===== src/rtl/sar_pkg.sv =====
// Shared types for the successive-approximation search controller.
// Holds the FSM state enum, comparator flag bundle and flag check helper.
package sar_pkg;

    typedef enum logic [1:0] {
        IDLE  = 2'd0,
        PROBE = 2'd1,
        DONE  = 2'd2
    } sar_state_t;

    typedef struct packed {
        logic equal;
        logic a_gt_b;
        logic b_gt_a;
    } cmp_flags_t;

    // Exactly one flag set: odd parity rules out 0 and 2 set, the AND rules out 3.
    function automatic logic flags_onehot(input cmp_flags_t f);
        return (f.equal ^ f.a_gt_b ^ f.b_gt_a) &&
               !(f.equal & f.a_gt_b & f.b_gt_a);
    endfunction

endpackage


===== src/rtl/sar_midpoint.sv =====
// Combinational midpoint of an unsigned search interval.
// Ports: lo, hi (N+1 bits) in; mid = lo + ((hi - lo) >> 1), truncated to N bits, out.
module sar_midpoint
    import sar_pkg::*;
#(
    parameter int N = 4
) (
    input  logic [N:0]   lo,
    input  logic [N:0]   hi,
    output logic [N-1:0] mid
);

    logic [N:0] span;

    // Only meaningful when lo <= hi; the caller ignores mid otherwise.
    assign span = hi - lo;
    assign mid  = N'(lo + (span >> 1));

endmodule


===== src/rtl/sar_search.sv =====
// Successive-approximation search controller driving a magnitude comparator.
// Ports: clk, rst, start, equal/a_gt_b/b_gt_a in; guess, busy, done, found, error, result, probes out.
module sar_search
    import sar_pkg::*;
#(
    parameter int N  = 4,
    parameter int PW = $clog2(N + 2)
) (
    input  logic          clk,
    input  logic          rst,
    input  logic          start,
    input  logic          equal,
    input  logic          a_gt_b,
    input  logic          b_gt_a,
    output logic [N-1:0]  guess,
    output logic          busy,
    output logic          done,
    output logic          found,
    output logic          error,
    output logic [N-1:0]  result,
    output logic [PW-1:0] probes
);

    localparam logic [N:0]    HI_INIT = {1'b0, {N{1'b1}}};
    localparam logic [N-1:0]  G_MAX   = {N{1'b1}};
    localparam logic [PW-1:0] P_LIMIT = PW'(N + 1);

    sar_state_t    state_q, state_d;
    logic [N:0]    lo_q, lo_d;
    logic [N:0]    hi_q, hi_d;
    logic [N-1:0]  guess_q, guess_d;
    logic [PW-1:0] probes_q, probes_d;
    logic          found_q, found_d;
    logic          error_q, error_d;
    logic [N-1:0]  result_q, result_d;

    cmp_flags_t    flags;
    logic [N:0]    g_ext;
    logic [N-1:0]  mid;

    assign flags = '{equal: equal, a_gt_b: a_gt_b, b_gt_a: b_gt_a};
    assign g_ext = {1'b0, guess_q};

    // Interval update kept separate so the midpoint sees the new bounds.
    always_comb begin
        lo_d = lo_q;
        hi_d = hi_q;
        if (state_q == IDLE && start) begin
            lo_d = '0;
            hi_d = HI_INIT;
        end else if (state_q == PROBE && flags_onehot(flags)) begin
            if (flags.a_gt_b && guess_q != '0)
                hi_d = g_ext - 1'b1;
            if (flags.b_gt_a && guess_q != G_MAX)
                lo_d = g_ext + 1'b1;
        end
    end

    sar_midpoint #(.N(N)) u_mid (
        .lo  (lo_d),
        .hi  (hi_d),
        .mid (mid)
    );

    always_comb begin
        state_d  = state_q;
        guess_d  = guess_q;
        probes_d = probes_q;
        found_d  = found_q;
        error_d  = error_q;
        result_d = result_q;
        unique case (state_q)
            IDLE: begin
                if (start) begin
                    guess_d  = mid;
                    probes_d = '0;
                    found_d  = 1'b0;
                    error_d  = 1'b0;
                    result_d = '0;
                    state_d  = PROBE;
                end
            end
            PROBE: begin
                probes_d = probes_q + PW'(1);
                if (!flags_onehot(flags)) begin
                    error_d = 1'b1;
                    state_d = DONE;
                end else if (flags.equal) begin
                    found_d  = 1'b1;
                    result_d = guess_q;
                    state_d  = DONE;
                end else if (flags.a_gt_b && guess_q == '0) begin
                    state_d = DONE;
                end else if (flags.b_gt_a && guess_q == G_MAX) begin
                    state_d = DONE;
                end else if (lo_d > hi_d) begin
                    state_d = DONE;
                end else if (probes_d == P_LIMIT) begin
                    // Safety bound against an inconsistent comparator.
                    state_d = DONE;
                end else begin
                    guess_d = mid;
                end
            end
            DONE: begin
                state_d = IDLE;
            end
            default: begin
                state_d = IDLE;
            end
        endcase
    end

    always_ff @(posedge clk) begin
        if (rst) begin
            state_q  <= IDLE;
            lo_q     <= '0;
            hi_q     <= '0;
            guess_q  <= '0;
            probes_q <= '0;
            found_q  <= 1'b0;
            error_q  <= 1'b0;
            result_q <= '0;
        end else begin
            state_q  <= state_d;
            lo_q     <= lo_d;
            hi_q     <= hi_d;
            guess_q  <= guess_d;
            probes_q <= probes_d;
            found_q  <= found_d;
            error_q  <= error_d;
            result_q <= result_d;
        end
    end

    assign guess  = guess_q;
    assign busy   = (state_q == PROBE);
    assign done   = (state_q == DONE);
    assign found  = found_q;
    assign error  = error_q;
    assign result = result_q;
    assign probes = probes_q;

endmodule


===== config.mk =====
export PLATFORM = sky130hd
export DESIGN_NAME = sar_search
export DESIGN_NICKNAME = d
export VERILOG_FILES = /design/src/rtl/sar_pkg.sv /design/src/rtl/sar_midpoint.sv /design/src/rtl/sar_search.sv
export SDC_FILE = /design/constraint.sdc
export NUM_CORES = 1
export LEC_CHECK = 0
export BUFFER_PORTS_ARGS = -buffer_cell sky130_fd_sc_hd__buf_2
export CAP_MARGIN = 10
export CELL_PAD_IN_SITES_DETAIL_PLACEMENT = 2
export CELL_PAD_IN_SITES_GLOBAL_PLACEMENT = 2
export CORE_MARGIN = 4
export CORE_UTILIZATION = 34
export CTS_CLUSTER_DIAMETER = 60
export CTS_CLUSTER_SIZE = 16
export DETAILED_ROUTE_END_ITERATION = 8
export HOLD_SLACK_MARGIN = 0.08
export PLACE_DENSITY = 0.78
export SYNTH_ARGS = -nofsm -noshare
export SYNTH_HDL_FRONTEND = slang
export SYNTH_SLANG_ARGS = --single-unit

===== constraint.sdc =====
create_clock -name clk -period 4.3 [get_ports clk]
set_clock_uncertainty 0.05 [all_clocks]
set_input_delay 0.215 -clock clk [delete_from_list [all_inputs] [get_ports clk]]
set_output_delay 0.215 -clock clk [all_outputs]
set_load 0.03 [all_outputs]

After elaboration in Yosys (flattened, before gate mapping)

Index checks and enable logic that the tools add are counted.

Bitwise gates (word level): 4
Equality and inequality tests: 15
Add/sub/neg operators: 5
Muxes and demuxes: 34
Reductions and logical operators: 17
Magnitude comparators: 1

Operators with widths:

| kind                                              | number |
|---|---|
| 2-to-1 mux 4 bit                                  | 10 |
| 2-to-1 mux 5 bit                                  | 6 |
| != test 2 bit (second input constant)             | 8 |
| one-hot mux 4 bit (2 select lines)                | 2 |
| 2-to-1 mux 2 bit                                  | 7 |
| AND reduction 8 bit                               | 1 |
| logical AND 1 bit                                 | 7 |
| != test 7 x 3 -> 1 bit (second input constant)    | 1 |
| one-hot mux 3 bit (2 select lines)                | 1 |
| adder 4 x 1 -> 5 bit (second input constant)      | 1 |
| > comparator 5 bit                                | 1 |
| subtractor 4 x 1 -> 5 bit (second input constant) | 1 |
| subtractor 5 bit                                  | 1 |
| adder 4 bit                                       | 1 |
| equality test 4 bit (second input constant)       | 1 |
| zero test 4 bit                                   | 1 |
| 2-to-1 mux 1 bit                                  | 4 |
| != test 4 bit (second input constant)             | 1 |
| one-hot mux 1 bit (2 select lines)                | 2 |
| one-hot mux 2 bit (2 select lines)                | 1 |
| AND reduction 2 bit                               | 2 |
| AND reduction 4 bit                               | 1 |
| nonzero test 4 bit                                | 1 |
| adder 3 x 1 -> 3 bit (second input constant)      | 1 |
| other kinds (11)                                  | 13 |

Register bits after elaboration: 25
Word-level logic and storage cells: 84
Output and inout bits: 15
Input bits: 6

Longest topological paths before layout

Word-level depth: 16
Depth in mapped cells: 18

Hierarchy

From an unflattened synthesis, not the netlist that was laid out.

Cells, all modules: 191
Area total of the unflattened synthesis: 1675.4 um^2

By module, submodules not included:

| module       | instances | cells each | area an instance (um^2) |
|---|---|---|---|
| sar_search   | 1         | 163        | 1417.6 |
| sar_midpoint | 1         | 28         | 257.7 |

Least setup slack after synthesis

OpenSTA, ideal clock, no wires.

Path type: reg-to-reg
Start point: register guess_q[0] (netlist: guess[0])
End point: register guess_q[3] (netlist: guess[3])
Stages on the path, launching flop included: 16
Data required time: 4.135 ns
Path slack: 0.460 ns
Arrival: 3.676 ns
Cell sequence: dfxtp_1 > ha_1 > and3_1 > nor4b_4 > mux2_2 > nand2_1 > inv_1 > fa_1 > xnor2_1 > ha_1 > a21o_1 > a21oi_1 > xor2_1 > xnor2_1 > xnor2_1 > o21a_1

Word-level cells in the longest chain between the ends: 14

RTL lines:

| element                                                      | RTL line           | RTL |
|---|---|---|
| start: declaration                                           | sar_search.sv:31   | `logic [N-1:0] guess_q, guess_d;` |
| start signal: assignment                                     | sar_search.sv:128  | `guess_q <= guess_d;` |
| branches (longest 2 deep; another with adder 4 x 1 -> 5 bit) | -                  |  |
| 2-to-1 mux 5 bit (*)                                         | sar_search.sv:54   | `if (flags.b_gt_a && guess_q != G_MAX)` |
| 2-to-1 mux 5 bit (*)                                         | sar_search.sv:51   | `end else if (state_q == PROBE && flags_onehot(flags)) begin` |
| 2-to-1 mux 5 bit (*)                                         | sar_search.sv:48   | `if (state_q == IDLE && start) begin` |
| net lo_d[1]                                                  | sar_search.sv:29   | `logic [N:0] lo_q, lo_d;` |
| subtractor 5 bit                                             | sar_midpoint.sv:16 | `assign span = hi - lo;` |
| adder 4 bit                                                  | sar_midpoint.sv:17 | `assign mid = N'(lo + (span >> 1));` |
| 2-to-1 mux 4 bit                                             | sar_search.sv:98   | `end else if (probes_d == P_LIMIT) begin` |
| 2-to-1 mux 4 bit                                             | sar_search.sv:96   | `end else if (lo_d > hi_d) begin` |
| 2-to-1 mux 4 bit                                             | sar_search.sv:94   | `end else if (flags.b_gt_a && guess_q == G_MAX) begin` |
| 2-to-1 mux 4 bit                                             | sar_search.sv:92   | `end else if (flags.a_gt_b && guess_q == '0) begin` |
| 2-to-1 mux 4 bit                                             | sar_search.sv:88   | `end else if (flags.equal) begin` |
| 2-to-1 mux 4 bit                                             | sar_search.sv:85   | `if (!flags_onehot(flags)) begin` |
| one-hot mux 4 bit (2 select lines)                           | sar_search.sv:72   | `unique case (state_q)` |

Mark *: on every way through the listed nets, which the timed path passes. The select of a mux whose other input is x is not followed.
A chain may end at the register's enable or synchronous reset.

Worst setup path after layout

Same ends and word-level chain as after synthesis.

==> impl_metrics.csv <==
group,metric,value,unit
outcome,status,"finished clean",
clock_network,cts.sinks,25,
job,maxCapViolCount,0,
finish,final_area,1790,um^2
detailed_routing,postRouteAntennaNets,0,
finish,instances_no_fill,253,
grt,met3_usage,0.0260,
synthesis,netlist_top_cells_area,"dfxtp_1 32%, ha_1 9.6%, nor2_1 5.3%",
grt,busiest_layer,"met2",
synthesis,synth_area,1570,um^2
detailed_routing,via_per_inst,5.38,
timing,finalCritPeriodShare,0.929,
place,portBuffers,20,
synthesis,synthSimpleGateAreaFrac,0.232,
floorplan,core,4410,um^2
clock_network,ctsHtreeMaxLevel,1,
grt,antenna_found_initial,0,
synthesis,synthCells,181,
synthesis,ys_seq_elements,25,
detailed_routing,routedWlPerCell,18.5,um
clock_network,clock-root-buffer,"clkbuf_8",
synthesis,synth_top_area_frac,0.318,
place,place_congestion,0.788,
synthesis,synth_ff_type,"dfxtp_1",
worst_setup_path,crit_slowest_cell,"fa_1",
grt,grt_max_degree,28,
synthesis,synthArstFlopShare,0,
timing,fmax,250,MHz
place,place_area,1730,um^2
finish,n_antenna_cell,0,
timing,relSlewSlack,0.526,
clock_network,holdBufCountCts,0,
worst_setup_path,crit_path_frequent_cell,"xnor2_1",
clock_network,cts_made_buffers,3,
worst_setup_path,crit_arrival,4.13,ns
detailed_routing,initialDrtViolationCount,58,
grt,grtUsageMet2,0.318,
synthesis,synth_compound_area_frac,0.185,
worst_setup_path,r2r_end,"guess[3]$_SDFFE_PP0P_",
finish,layout-drive-gt1-share,0.184,
grt,met1_usage,0.196,
timing,setup_viol,0,
grt,grt_pass1_wl,7890,um
clock_network,tritoncts,"built",
detailed_routing,wl,4680,um
worst_setup_path,cp_slowest_stage_delay,0.48,ns
floorplan,io_pins,21,
worst_setup_path,reg2reg_slack,0.30,ns
clock_network,clk_pin_slew_worst_paths,0.10,ns
worst_setup_path,path_cells,"ha_1, and3_1, nor4b_4, mux2_2, nand2_1, inv_1, fa_1, xnor2_1, ha_1, a21o_1, a21oi_1, xor2_1, xnor2_1, xnor2_1, o21a_1",
finish,final_nets,222,
power_and_ir_drop,total_leakage_power,0.788,nW
grt,overflow,0,
worst_setup_path,critPathLaunch,"guess[0]$_SDFFE_PP0P_",
clock_network,postCtsSetupRepairBufs,0,
detailed_routing,num_vias,1361,
floorplan,die_area,5770,um^2
synthesis,yosys_warnings,0,
floorplan,start_util,0.356,
synthesis,yosysUniqueCellTypes,44,
synthesis,yosysTopAreaCell,"dfxtp_1",
power_and_ir_drop,powerDensity,525,nW/um^2
worst_setup_path,critical_path.startpoint_type,"flip-flop",
worst_setup_path,crit_type,"reg -> reg",
worst_setup_path,end_kind,"flip-flop",
synthesis,synth_fa_ha_area_frac,0.121,
power_and_ir_drop,irDropWorstVdd,0.000167,V
finish,area_growth,13.8,%
hold_path,hold_path.startpoint,"start",
floorplan,num_rows,24,
hold_path,hold_path.class,"in -> reg",
worst_setup_path,required,4.43,ns
timing,worstMarginPinSlew,0.710,ns
synthesis,ys_seq_area_frac,0.318,
clock_network,cts.path.max_buffers,2,
timing,finalMaxSlewViolations,0,
power_and_ir_drop,finalPower,0.938,mW
floorplan,die_w,76.0,um
synthesis,yosys.area_share.xor_xnor,0.0613,
synthesis,synth_area_per_cell,8.68,um^2
detailed_routing,drc,0,
timing,tns,0,ns
clock_network,post_cts.resized_instances,0,
grt,first_global_vias,1557,
clock_network,clkLatencyLatePin,0.27,ns
detailed_routing,drtPass1Iterations,4,
timing,period_needed,4.00,ns
floorplan,die_y,76.0,um
place,hpwlAfterDp,3680,um
worst_setup_path,crit_end,"guess[3]$_SDFFE_PP0P_",
synthesis,synth_top_family_by_area,"simple AND/OR/NAND/NOR gates",
timing,hold_viol_final,0,
synthesis,synth_edf_count,0,
worst_setup_path,critPathMaxFanout,7,
timing,grt_setup_unrepaired,"no",
worst_setup_path,timing.rr.start,"guess[0]$_SDFFE_PP0P_",
synthesis,muxShareOfSynthArea,0.0334,
place,dpl.cell_count,249,
worst_setup_path,r2r_cells,15,
grt,grt_usage,0.167,
synthesis,syn_nets,201,
cell type report:
cell class / instances / area (um^2)
Timing Repair Buffer: 23 / 123
Fill cell: 512 / 2630
Multi-Input combinational cell: 136 / 1000
Inverter: 13 / 48.8
Sequential cell: 25 / 500
Tap cell: 52 / 65.1
Clock buffer: 3 / 41.3
Clock inverter: 1 / 7.51
synth_stat cells (all sizes together) (4+ instances only):
library cell,number
nor2,22
a21oi,10
xor2,4
clkbuf,5
nand2,11
o21ai,6
xnor2,7
a22oi,6
and3,4
ha,12
nand2b,5
inv,13
nor2b,5
dfxtp,25
report_power, final:
part,total (mW),leakage [nW],switching (mW),internal (mW)
clock network,0.151,0.0217,0.0852,0.0658
logic,0.463,0.562,0.284,0.179
registers,0.324,0.204,0.0588,0.265
layer usage:
metal  part of all wire  up-vias
met5                  0        -
met4             0.0098        0
met3              0.023        6
met2               0.53       18
met1               0.44      669
li1                   -      668
cells in the final DEF, fill, tap and decap left out, drive strengths merged, types with 3 or more instances in the layout:
master and instances:
dfxtp 25, buf 23, nor2 22, inv 13
ha 12, nand2 11, a21oi 10, xnor2 7
a22oi 6, o21ai 6, nand2b 5, nor2b 5
and3 4, xor2 4, nand3b 3, o211ai 3
nand3 3, clkbuf 3, mux2i 3, a211oi 3
worst min-delay path by stage:
| stage | to | slack [ns] | cells past startpoint |
|---|---|---|---|
| 2_1_floorplan | lo_q[4]$_SDFF_PP0_ | 0.40 | 2 |
| 3_3_place_gp | found$_SDFFE_PP0P_ | 0.41 | 2 |
| 3_5_place_dp | lo_q[4]$_SDFF_PP0_ | 0.42 | 2 |
| 4_1_cts | error$_SDFFE_PP0P_ | 0.33 | 4 |
| 5_1_grt | error$_SDFFE_PP0P_ | 0.35 | 4 |
| 6_report | error$_SDFFE_PP0P_ | 0.33 | 4 |
stage by stage:
stage	hold WS, ns	utilization	setup slack, ns
after floorplan	0.401	-	0.460
after global placement	0.414	0.392	0.212
after detailed placement	0.417	0.392	0.133
after CTS	0.333	0.403	0.107
after global routing	0.351	0.405	0.0100
final	0.328	0.405	0.304
cell families after synthesis:
group,Yosys count
compound gates,40
xor+xnor,11
fa+ha+maj,14
buf+inv,20
flops,25
mux,5
simple gates,66
critical path, delay by kind of cell (launching register included):
| kind | cells | cell delay [ns] |
|---|---|---|
| adder cells (fa/ha/maj) | 3 | 1.03 |
| AND/OR/NAND/NOR | 3 | 0.72 |
| XOR/XNOR | 4 | 0.68 |
| AO/OA/AOI/OAI | 3 | 0.52 |
| flip-flops | 1 | 0.40 |
| multiplexers | 1 | 0.37 |
| buffers and inverters | 1 | 0.11 |
state kept, by name (all words and copies together), names as in the netlist:
name / flops
result: 4
state_q: 2
error: 1
lo_q: 5
hi_q: 5
found: 1
guess: 4
probes: 3
Power figures use the tool's default switching activity.
